### config.mk
export PLATFORM = sky130hd
export DESIGN_NAME = forward_pass_engine
export DESIGN_NICKNAME = d
export VERILOG_FILES = /design/src/rtl/forward_pass_engine.sv
export SDC_FILE = /design/constraint.sdc
export NUM_CORES = 1
export LEC_CHECK = 0
export ABC_AREA = 1
export CAP_MARGIN = 40
export CORE_UTILIZATION = 47
export CTS_BUF_LIST = sky130_fd_sc_hd__clkbuf_8
export CTS_CLUSTER_DIAMETER = 60
export CTS_CLUSTER_SIZE = 14
export DETAILED_ROUTE_END_ITERATION = 8
export GPL_ROUTABILITY_DRIVEN = 0
export PLACE_DENSITY_LB_ADDON = 0.05
export SETUP_SLACK_MARGIN = 0.3
export SYNTH_ARGS = -nofsm -noshare
export SYNTH_HDL_FRONTEND = slang
export SYNTH_SLANG_ARGS = --single-unit
### constraint.sdc
create_clock -name i_clk -period 12.74 [get_ports i_clk]
set_input_delay 1.911 -clock i_clk [delete_from_list [all_inputs] [get_ports i_clk]]
set_output_delay 1.911 -clock i_clk [all_outputs]
set_load 0.02 [all_outputs]
### src/rtl/forward_pass_engine.sv
// Sequential 10-5-3 forward pass: one MAC per cycle, hard-sigmoid activations registered per neuron.
// Latency: done pulses N_IN*N_HID + N_HID*N_OUT + 3 cycles after start; no backpressure, weight data returns one cycle after each read.
module forward_pass_engine #(
  parameter int N_IN  = 10,
  parameter int N_HID = 5,
  parameter int N_OUT = 3
) (
  input  logic                    i_clk,
  input  logic                    i_rst_n,
  input  logic                    i_start,
  input  logic [N_IN-1:0][9:0]    i_x,
  output logic                    o_w_rd,
  output logic [6:0]              o_w_addr,
  input  logic signed [9:0]       i_w_data,
  output logic                    o_busy,
  output logic                    o_done,
  output logic [N_HID-1:0][9:0]   o_out0_cal,
  output logic [N_OUT-1:0][9:0]   o_out1_cal
);

  localparam logic [6:0] LAST_H_ADDR = 7'(N_IN*N_HID - 1);
  localparam logic [6:0] LAST_ADDR   = 7'(N_IN*N_HID + N_HID*N_OUT - 1);
  localparam logic [3:0] LAST_I_HID  = 4'(N_IN - 1);
  localparam logic [3:0] LAST_I_OUT  = 4'(N_HID - 1);
  localparam logic [2:0] LAST_N_HID  = 3'(N_HID - 1);

  typedef enum logic [2:0] {S_IDLE, S_HIDDEN, S_GAP, S_OUTPUT, S_DRAIN, S_DONE} state_t;

  state_t                  r_state, w_state_nxt;
  logic                    w_rd_nxt, w_accept;
  logic                    r_w_rd, r_rd_d;
  logic [6:0]              r_w_addr;
  logic [N_IN-1:0][9:0]    r_x;
  logic [N_HID-1:0][9:0]   r_out0;
  logic [N_OUT-1:0][9:0]   r_out1;
  logic signed [24:0]      r_acc;
  logic [3:0]              r_mi;
  logic [2:0]              r_mn;
  logic                    r_ml;

  logic [9:0]              w_op;
  logic signed [20:0]      w_prod;
  logic signed [24:0]      w_sum, w_shift, w_y_full;
  logic [9:0]              w_y;
  logic                    w_first, w_last;

  always_ff @(posedge i_clk) begin
    if (!i_rst_n) r_state <= S_IDLE;
    else          r_state <= w_state_nxt;
  end

  always_comb begin
    w_state_nxt = r_state;
    w_rd_nxt    = 1'b0;
    case (r_state)
      S_IDLE:   if (i_start) begin w_state_nxt = S_HIDDEN; w_rd_nxt = 1'b1; end
      S_HIDDEN: begin
        w_rd_nxt = 1'b1;
        if (r_w_addr == LAST_H_ADDR) begin w_state_nxt = S_GAP; w_rd_nxt = 1'b0; end
      end
      S_GAP:    begin w_state_nxt = S_OUTPUT; w_rd_nxt = 1'b1; end
      S_OUTPUT: begin
        w_rd_nxt = 1'b1;
        if (r_w_addr == LAST_ADDR) begin w_state_nxt = S_DRAIN; w_rd_nxt = 1'b0; end
      end
      S_DRAIN:  w_state_nxt = S_DONE;
      S_DONE:   w_state_nxt = S_IDLE;
      default:  w_state_nxt = S_IDLE;
    endcase
  end

  assign w_accept = (r_state == S_IDLE) && i_start;

  // Term counters track the data returning this cycle, one cycle behind the read side.
  assign w_op     = r_ml ? r_out0[r_mi[2:0]] : r_x[r_mi];
  assign w_prod   = $signed({1'b0, w_op}) * i_w_data;
  assign w_first  = (r_mi == 4'd0);
  assign w_last   = r_ml ? (r_mi == LAST_I_OUT) : (r_mi == LAST_I_HID);
  assign w_sum    = (w_first ? 25'sd0 : r_acc) + $signed({{4{w_prod[20]}}, w_prod});
  assign w_shift  = w_sum >>> 9;
  assign w_y_full = w_shift + 25'sd512;
  assign w_y      = (w_y_full < 25'sd0) ? 10'd0 :
                    (w_y_full > 25'sd1023) ? 10'd1023 : w_y_full[9:0];

  always_ff @(posedge i_clk) begin
    if (!i_rst_n) begin
      r_w_rd   <= 1'b0;
      r_w_addr <= '0;
      r_rd_d   <= 1'b0;
      r_x      <= '0;
      r_out0   <= '0;
      r_out1   <= '0;
      r_acc    <= '0;
      r_mi     <= '0;
      r_mn     <= '0;
      r_ml     <= 1'b0;
    end else begin
      r_w_rd <= w_rd_nxt;
      r_rd_d <= r_w_rd;
      if (w_accept) begin
        r_w_addr <= '0;
        r_x      <= i_x;
        r_mi     <= '0;
        r_mn     <= '0;
        r_ml     <= 1'b0;
      end else begin
        if (w_rd_nxt) r_w_addr <= r_w_addr + 7'd1;
        if (r_rd_d) begin
          r_acc <= w_sum;
          if (w_last) begin
            if (!r_ml) r_out0[r_mn]      <= w_y;
            else       r_out1[r_mn[1:0]] <= w_y;
            r_mi <= '0;
            if (!r_ml && r_mn == LAST_N_HID) begin
              r_mn <= '0;
              r_ml <= 1'b1;
            end else begin
              r_mn <= r_mn + 3'd1;
            end
          end else begin
            r_mi <= r_mi + 4'd1;
          end
        end
      end
    end
  end

  assign o_w_rd     = r_w_rd;
  assign o_w_addr   = r_w_addr;
  assign o_busy     = (r_state == S_HIDDEN) || (r_state == S_GAP) ||
                      (r_state == S_OUTPUT) || (r_state == S_DRAIN);
  assign o_done     = (r_state == S_DONE);
  assign o_out0_cal = r_out0;
  assign o_out1_cal = r_out1;

endmodule

==> impl_results.md, run 1 <==
- Outcome: finished, final reports clean
- CP Capture Type: flip-flop
- Max Slew Vio Count: 0
- Antenna viol nets, final: 0
- Tot GR Track Use: 0.278
- Total gr overflow: 0
- IO Pins: 203
- Post-DP HPWL: 34.1 mm
- CP Launch Type: flip-flop
- Die Ht: 180 um
- Mapped Cells: 2026
- Final #Nets: 2457
- CTS buffer count: 24
- Clock Tree Root: clkbuf_8
- Tightest Pin Transition: 0.838 ns
- Worst min-delay path class: reg -> reg
- Max Clock Skew: 0.0386 ns
- Port Buffer Count: 202
- Setup TNS: 0 ns
- Post_cts resized: 0
- CP max stage cell: buf_4
- Crit-path max FO: 84
- Vias in the first global route: 13400
- Most common cell on crit path: nand2_1
- 1st-pass router iterations: 5
- RSZ-0062 raised after global routing: false
- Minimum clock period: 8.63 ns
- Critical path class: reg -> reg
- Seq/Total Area, Yosys: 0.303
- WL final: 45.6 mm
- Unique masters post-synth: 40
- Final hold vios: 0
- Clk_lat worst skew: 0.59 ns
- Clock Path Buffers: 3
- PD cells: 211 mW/mm^2
- Finished Core Util: 0.576
- H-tree depth: 1
- Syn_area_per_cell: 7.34 sq um
- CTS tree: built
- Area Overhead vs Synth: 19.3%
- # DRC: 0
- Post-synth top flop: dfxtp_1
- DR vias/cell: 5.43
- Setup Viol. Count Final: 0
- Via count: 14000
- Worst path arrival time: 9.15 ns
- Max_cap viols: 0
- Row count: 64
- CTS Hold Bufs: 0
- Global-route wire length before repair: 72.0 mm
- Maximum clock frequency: 116 MHz
- Post-Syn Area: 0.0149 sq mm
- Number of synthesized flops with an enable pin: 0
- Die ar.: 0.0324 sq mm
- Synth Warn #: 0
- Pin count of the biggest net entering global routing: 105
- Worst stage delay on the critical path: 0.62 ns
- FF+latch count, synth: 225
- Syn Nets: 2309
- Fin crit share: 0.678
- Critical Path RT: 13.26 ns
- Core ar.: 0.0308 sq mm
- Max transition margin: 0.442
- Asr flop ratio synth: 0
- Initial DRC Count: 1085
- Fraction of layout cells with a size suffix above 1: 0.0755
- Post-DR wirelength/cell: 17.7 um
- Die X: 180 um
- Starting density of the core: 0.482
- Initial antenna violation count: 1
- Postcts setup bufs: 0
- CTS clk-pin slew, worst paths: 0.09 ns
- Max VDD drop: 0.000270 V
- Clock Sinks: 225
- Leak: 7.89 nW
## cells in the final DEF (no fill, tap or decap), types with 25 or more instances in the layout
cell type,synthesis,final
a21oi_1,249,249
a21oi_2,54,54
clkbuf_8,0,25
clkdlybuf4s50_1,0,200
dfxtp_1,225,224
fa_1,83,83
ha_1,87,87
inv_1,329,333
nand2_1,339,338
nand3_1,93,93
nor2_1,118,117
o21ai_0,206,206
## critical path: cells and delay by family (launching register included)
kind	cells	cell delay, ns
adder cells (fa/ha/maj)	6	2.84
AND/OR/NAND/NOR	16	1.96
buffers and inverters	7	1.87
AO/OA/AOI/OAI	5	1.49
flip-flops	1	0.32
## where the power goes
group / leakage [nW] / internal, W / total (W) / switching, W
combinational: 5.80 / 0.000743 / 0.00240 / 0.00166
sequential: 1.84 / 0.000800 / 0.000839 / 0.0000394
clock: 0.263 / 0.000229 / 0.000503 / 0.000274
## per-stage QoR
| step | total power, W | hold WS (ns) | area (sq um) | cells | setup WS [ns] |
|---|---|---|---|---|---|
| 3_5_place_dp | 0.00323 | 0.440 | 17300 | 2544 | 3.92 |
| 4_1_cts | 0.00374 | 0.452 | 17700 | 2581 | 4.18 |
| 5_1_grt | 0.00407 | 0.467 | 17700 | 2582 | 3.48 |
| 3_3_place_gp | 0.00321 | 0.435 | 17200 | 2537 | 3.97 |
| 2_1_floorplan | 0.00254 | 0.424 | 14900 | 2026 | 5.60 |
| 6_report | 0.00374 | 0.449 | 17700 | 2582 | 4.11 |
## cell usage after synthesis, types with 2 or more instances
cell type | n | share of area
a21oi_1 | 249 | 0.084
a21oi_2 | 54 | 0.032
a221o_1 | 10 | 0.0067
a22oi_1 | 10 | 0.0050
buf_1 | 11 | 0.0028
clkbuf_1 | 92 | 0.023
clkinv_1 | 2 | 0.00050
dfxtp_1 | 225 | 0.30
fa_1 | 83 | 0.11
ha_1 | 87 | 0.073
inv_1 | 329 | 0.083
inv_2 | 5 | 0.0013
nand2_1 | 339 | 0.086
nand2_2 | 9 | 0.0038
nand2_4 | 10 | 0.0076
nand3_1 | 93 | 0.031
nand3_2 | 11 | 0.0074
nand3b_1 | 3 | 0.0015
nand4_1 | 21 | 0.0088
nor2_1 | 118 | 0.030
nor2_2 | 4 | 0.0017
nor3_1 | 18 | 0.0061
nor3_2 | 2 | 0.0013
o211ai_1 | 9 | 0.0045
o21ai_0 | 206 | 0.069
o21bai_1 | 3 | 0.0015
o31ai_1 | 2 | 0.0010
xnor2_1 | 2 | 0.0012
xor2_1 | 8 | 0.0047
## final cells by class
type,count,area [sq um]
diodes,1,2.50
clock buffers,25,344
clock inverters,12,139
fillers,2965,13100
inverters,336,1260
multi-input cells,1360,8740
flip-flops and latches,225,4510
well taps,396,495
repair buffers,227,2260
## layer usage
layer,vias up,GRT usage,share of wire
met5,-,0,0
met4,0,0.0821,0.029
met3,68,0.0330,0.058
met2,447,0.452,0.46
met1,6679,0.386,0.45
li1,6838,-,-
## path summary, 6_finish.rpt
kind / slack, ns / cells past startpoint / end / startpoint
worst max-delay path: 4.11 / 34 / o_out1_cal[9] / r_mi[0]
worst min-delay path: 0.45 / 2 / r_x[80] / r_x[80]
worst max register to register: 4.11 / 34 / o_out1_cal[9] / r_mi[0]
worst min register to register: 0.45 / 2 / r_x[80] / r_x[80]
## registers in the layout (all words and copies together), names as in the netlist
| register | count |
|---|---|
| o_w_addr | 7 |
| r_mi | 4 |
| o_out1_cal | 30 |
| r_rd_d | 1 |
| r_x | 100 |
| o_out0_cal | 50 |
| r_ml | 1 |
| r_acc | 25 |
| r_state | 3 |
| o_w_rd | 1 |
| r_mn | 3 |
## kinds of logic (layout without fill, tap and decap cells)
family,count (synthesis),count (layout),synth area share
fa+ha+maj,170,170,0.185
compound gates,545,545,0.206
buf+inv,441,600,0.112
simple gates,634,634,0.188
other cells,0,1,0
xor+xnor,11,11,0.00698
flops,225,225,0.303
No activity file was read; power rests on OpenSTA's default activity.
==> run 2: changes to the inputs <==
==> constraint.sdc (replaced) <==
create_clock -name i_clk -period 8.7 [get_ports i_clk]
set_input_delay 1.305 -clock i_clk [delete_from_list [all_inputs] [get_ports i_clk]]
set_output_delay 1.305 -clock i_clk [all_outputs]
set_load 0.02 [all_outputs]
==> run 2 against run 1 <==
Against the previous run:
- sequential power grew 47%
- combinational power grew 51%
- clock skew grew 0.022 ns
- maximum frequency grew 13%
- register-to-register slack lost 3.1 ns
- wire length grew 1.9%
- die area is the same
- worst setup slack lost 3.1 ns
- final cell count grew 0.31%
==> impl_results.md, run 2 (same netlist as run 1, synthesis figures left out) <==
- Gr busiest metal: met2
- Clock Sinks: 225 (unchanged)
- Tightest Pin Transition: 0.970 ns (+0.133 ns)
- Die Ht: 180 um (unchanged)
- Combinational share of power: 0.645 (+0.004)
- Minimum clock period: 7.66 ns (-0.969 ns)
- Clock Path Buffers: 3 (unchanged)
- Setup TNS: 0 ns (unchanged)
- H-tree depth: 1 (unchanged)
- Final hold vios: 0 (unchanged)
- CTS tree: built
- Flip-flop count of the largest register after layout: 100 (unchanged)
- Core ar.: 0.0308 sq mm (unchanged)
- CP Capture Type: flip-flop
- Worst stage delay on the critical path: 0.63 ns (about the same)
- # DRC: 0 (unchanged)
- Max Slew Vio Count: 0 (unchanged)
- CTS buffer count: 25 (+4.2%)
- Max transition margin: 0.352 (-0.0894)
- DR vias/cell: 5.40 (-0.69%)
- Most common cell on crit path: nand2_1
- Power Total: 0.00561 W (+50%)
- Post_cts resized: 0 (unchanged)
- Final #Nets: 2462 (+0.20%)
- 1st-pass router iterations: 5 (unchanged)
- Initial antenna violation count: 1 (unchanged)
- CP top delay family: adder cells
- Via count: 14000 (-0.38%)
- Setup Viol. Count Final: 0 (unchanged)
- CTS Hold Bufs: 0 (unchanged)
- RSZ-0062 raised after global routing: false
- Max VDD drop: 0.000318 V (+18%)
- Most common cell after layout, fill and taps aside: nand2_1
- Worst path arrival time: 8.20 ns (-0.95 ns)
- Routing usage on met2: 0.451 (-0.00125)
- Outcome: finished, final reports clean
- Vias in the first global route: 13100 (-1.8%)
- Port Buffer Count: 202 (unchanged)
- Switch share: 0.528 (+0.00170)
- Die X: 180 um (unchanged)
- Largest reg by FF count: r_x
- CP max stage cell: buf_4
- Met1 Use GR: 0.393 (+0.00665)
- CP Launch Type: flip-flop
- Post-DP HPWL: 34.6 mm (+1.7%)
- GR Util met3: 0.0320 (-0.00101)
- Fin crit share: 0.881 (+0.203)
- PD cells: 315 mW/mm^2 (+49%)
- Die ar.: 0.0324 sq mm (unchanged)
- Area after DPL: 0.0173 sq mm (+0.17%)
- Post-DR wirelength/cell: 18.0 um (+1.6%)
- Starting density of the core: 0.482 (unchanged)
- CP bufs+invs: 7 (unchanged)
- Sw power: 0.00296 W (+50%)
- Area Overhead vs Synth: 19.7%
- Maximum clock frequency: 130 MHz (+13%)
- Most frequent cells in the layout: nand2_1, inv_1, a21oi_1
- Seq pwr share: 0.219 (-0.005)
- Fraction of layout cells with a size suffix above 1: 0.0798 (+0.00428)
- Leak: 7.91 nW (+0.22%)
- Finished Core Util: 0.578 (+0.00183)
- Pin count of the biggest net entering global routing: 89 (-15%)
- Postcts setup bufs: 0 (unchanged)
- IO Pins: 203 (unchanged)
- Clk_lat worst skew: 0.61 ns (+0.02 ns)
- Internal: 0.00265 W (+49%)
- Max Clock Skew: 0.0609 ns (+0.0223 ns)
- Tot GR Track Use: 0.280 (+0.00214)
- Initial DRC Count: 1120 (+3.2%)
- Clock power frac: 0.136 (+0.002)
- CTS clk-pin slew, worst paths: 0.09 ns (about the same)
- Crit-path max FO: 83 (-1.2%)
- Antenna viol nets, final: 0 (unchanged)
- Row count: 64 (unchanged)
- Max_cap viols: 0 (unchanged)
- Post-route cell area: 0.0178 sq mm (+0.32%)
- WL final: 46.5 mm (+1.9%)
- Worst min-delay path class: reg -> reg
- Total gr overflow: 0 (unchanged)
- Critical Path RT: 9.24 ns (-4.02 ns)
- Clock Tree Root: clkbuf_8
- Global-route wire length before repair: 72.1 mm (+0.20%)
- Critical path class: reg -> reg
## run 2: changes by cell type in the layout (fill, tap and decap cells not counted)
cell,change
inv_1,-2
clkinvlp_4,+3
clkinv_8,-1
buf_8,-1
clkbuf_8,+2
nor3_4,+1
inv_6,+1
clkinv_2,+3
nor3_2,-1
inv_8,-2
buf_4,+5
## run 2: worst paths after layout
check                              from             to  slack, ns  cells after the start
worst max register to register  r_mi[0]  o_out0_cal[0]       1.04                     38
worst min-delay path            r_x[87]        r_x[87]       0.45                      2
worst max-delay path            r_mi[0]  o_out0_cal[0]       1.04                     38
worst min register to register  r_x[87]        r_x[87]       0.45                      2
## run 2: layout make-up
type	instances	area [sq um]
multi-input combinational	1360	8750
timing repair buffer	231	2280
sequential	225	4510
inverter	336	1260
clock buffer	27	372
tap	396	495
fill	2913	13000
clock inverter	14	139
antenna	1	2.50
## run 2: routing by layer
metal,part of all wire,routed length [um]
met5,0,0
met3,0.060,2800
met2,0.46,21300
met1,0.45,21000
met4,0.029,1340
## run 2: power groups by stage
stage / Clock (W) / Combinational, W / Sequential [W]
after floorplan: 0 / 0.00247 / 0.00124
after global placement: 0 / 0.00355 / 0.00125
after detailed placement: 0 / 0.00359 / 0.00125
after CTS: 0.000781 / 0.00361 / 0.00123
after global routing: 0.000821 / 0.00403 / 0.00124
final: 0.000763 / 0.00362 / 0.00123
## run 2: tightest hold or removal path, delay by kind of cell, from the launching register on
| kind | cells | cell delay [ns] |
|---|---|---|
| DFF | 1 | 0.31 |
| AOI/OAI and AO/OA | 1 | 0.05 |
| buffers and inverters | 1 | 0.05 |
## run 2: through the flow
step | instances | worst slack, ns | hold WS, ns
after detailed placement | 2548 | 1.03 | 0.439
final | 2590 | 1.04 | 0.451
after global routing | 2590 | 0.463 | 0.472
after CTS | 2589 | 1.05 | 0.451
after floorplan | 2026 | 2.09 | 0.424
after global placement | 2545 | 1.03 | 0.434
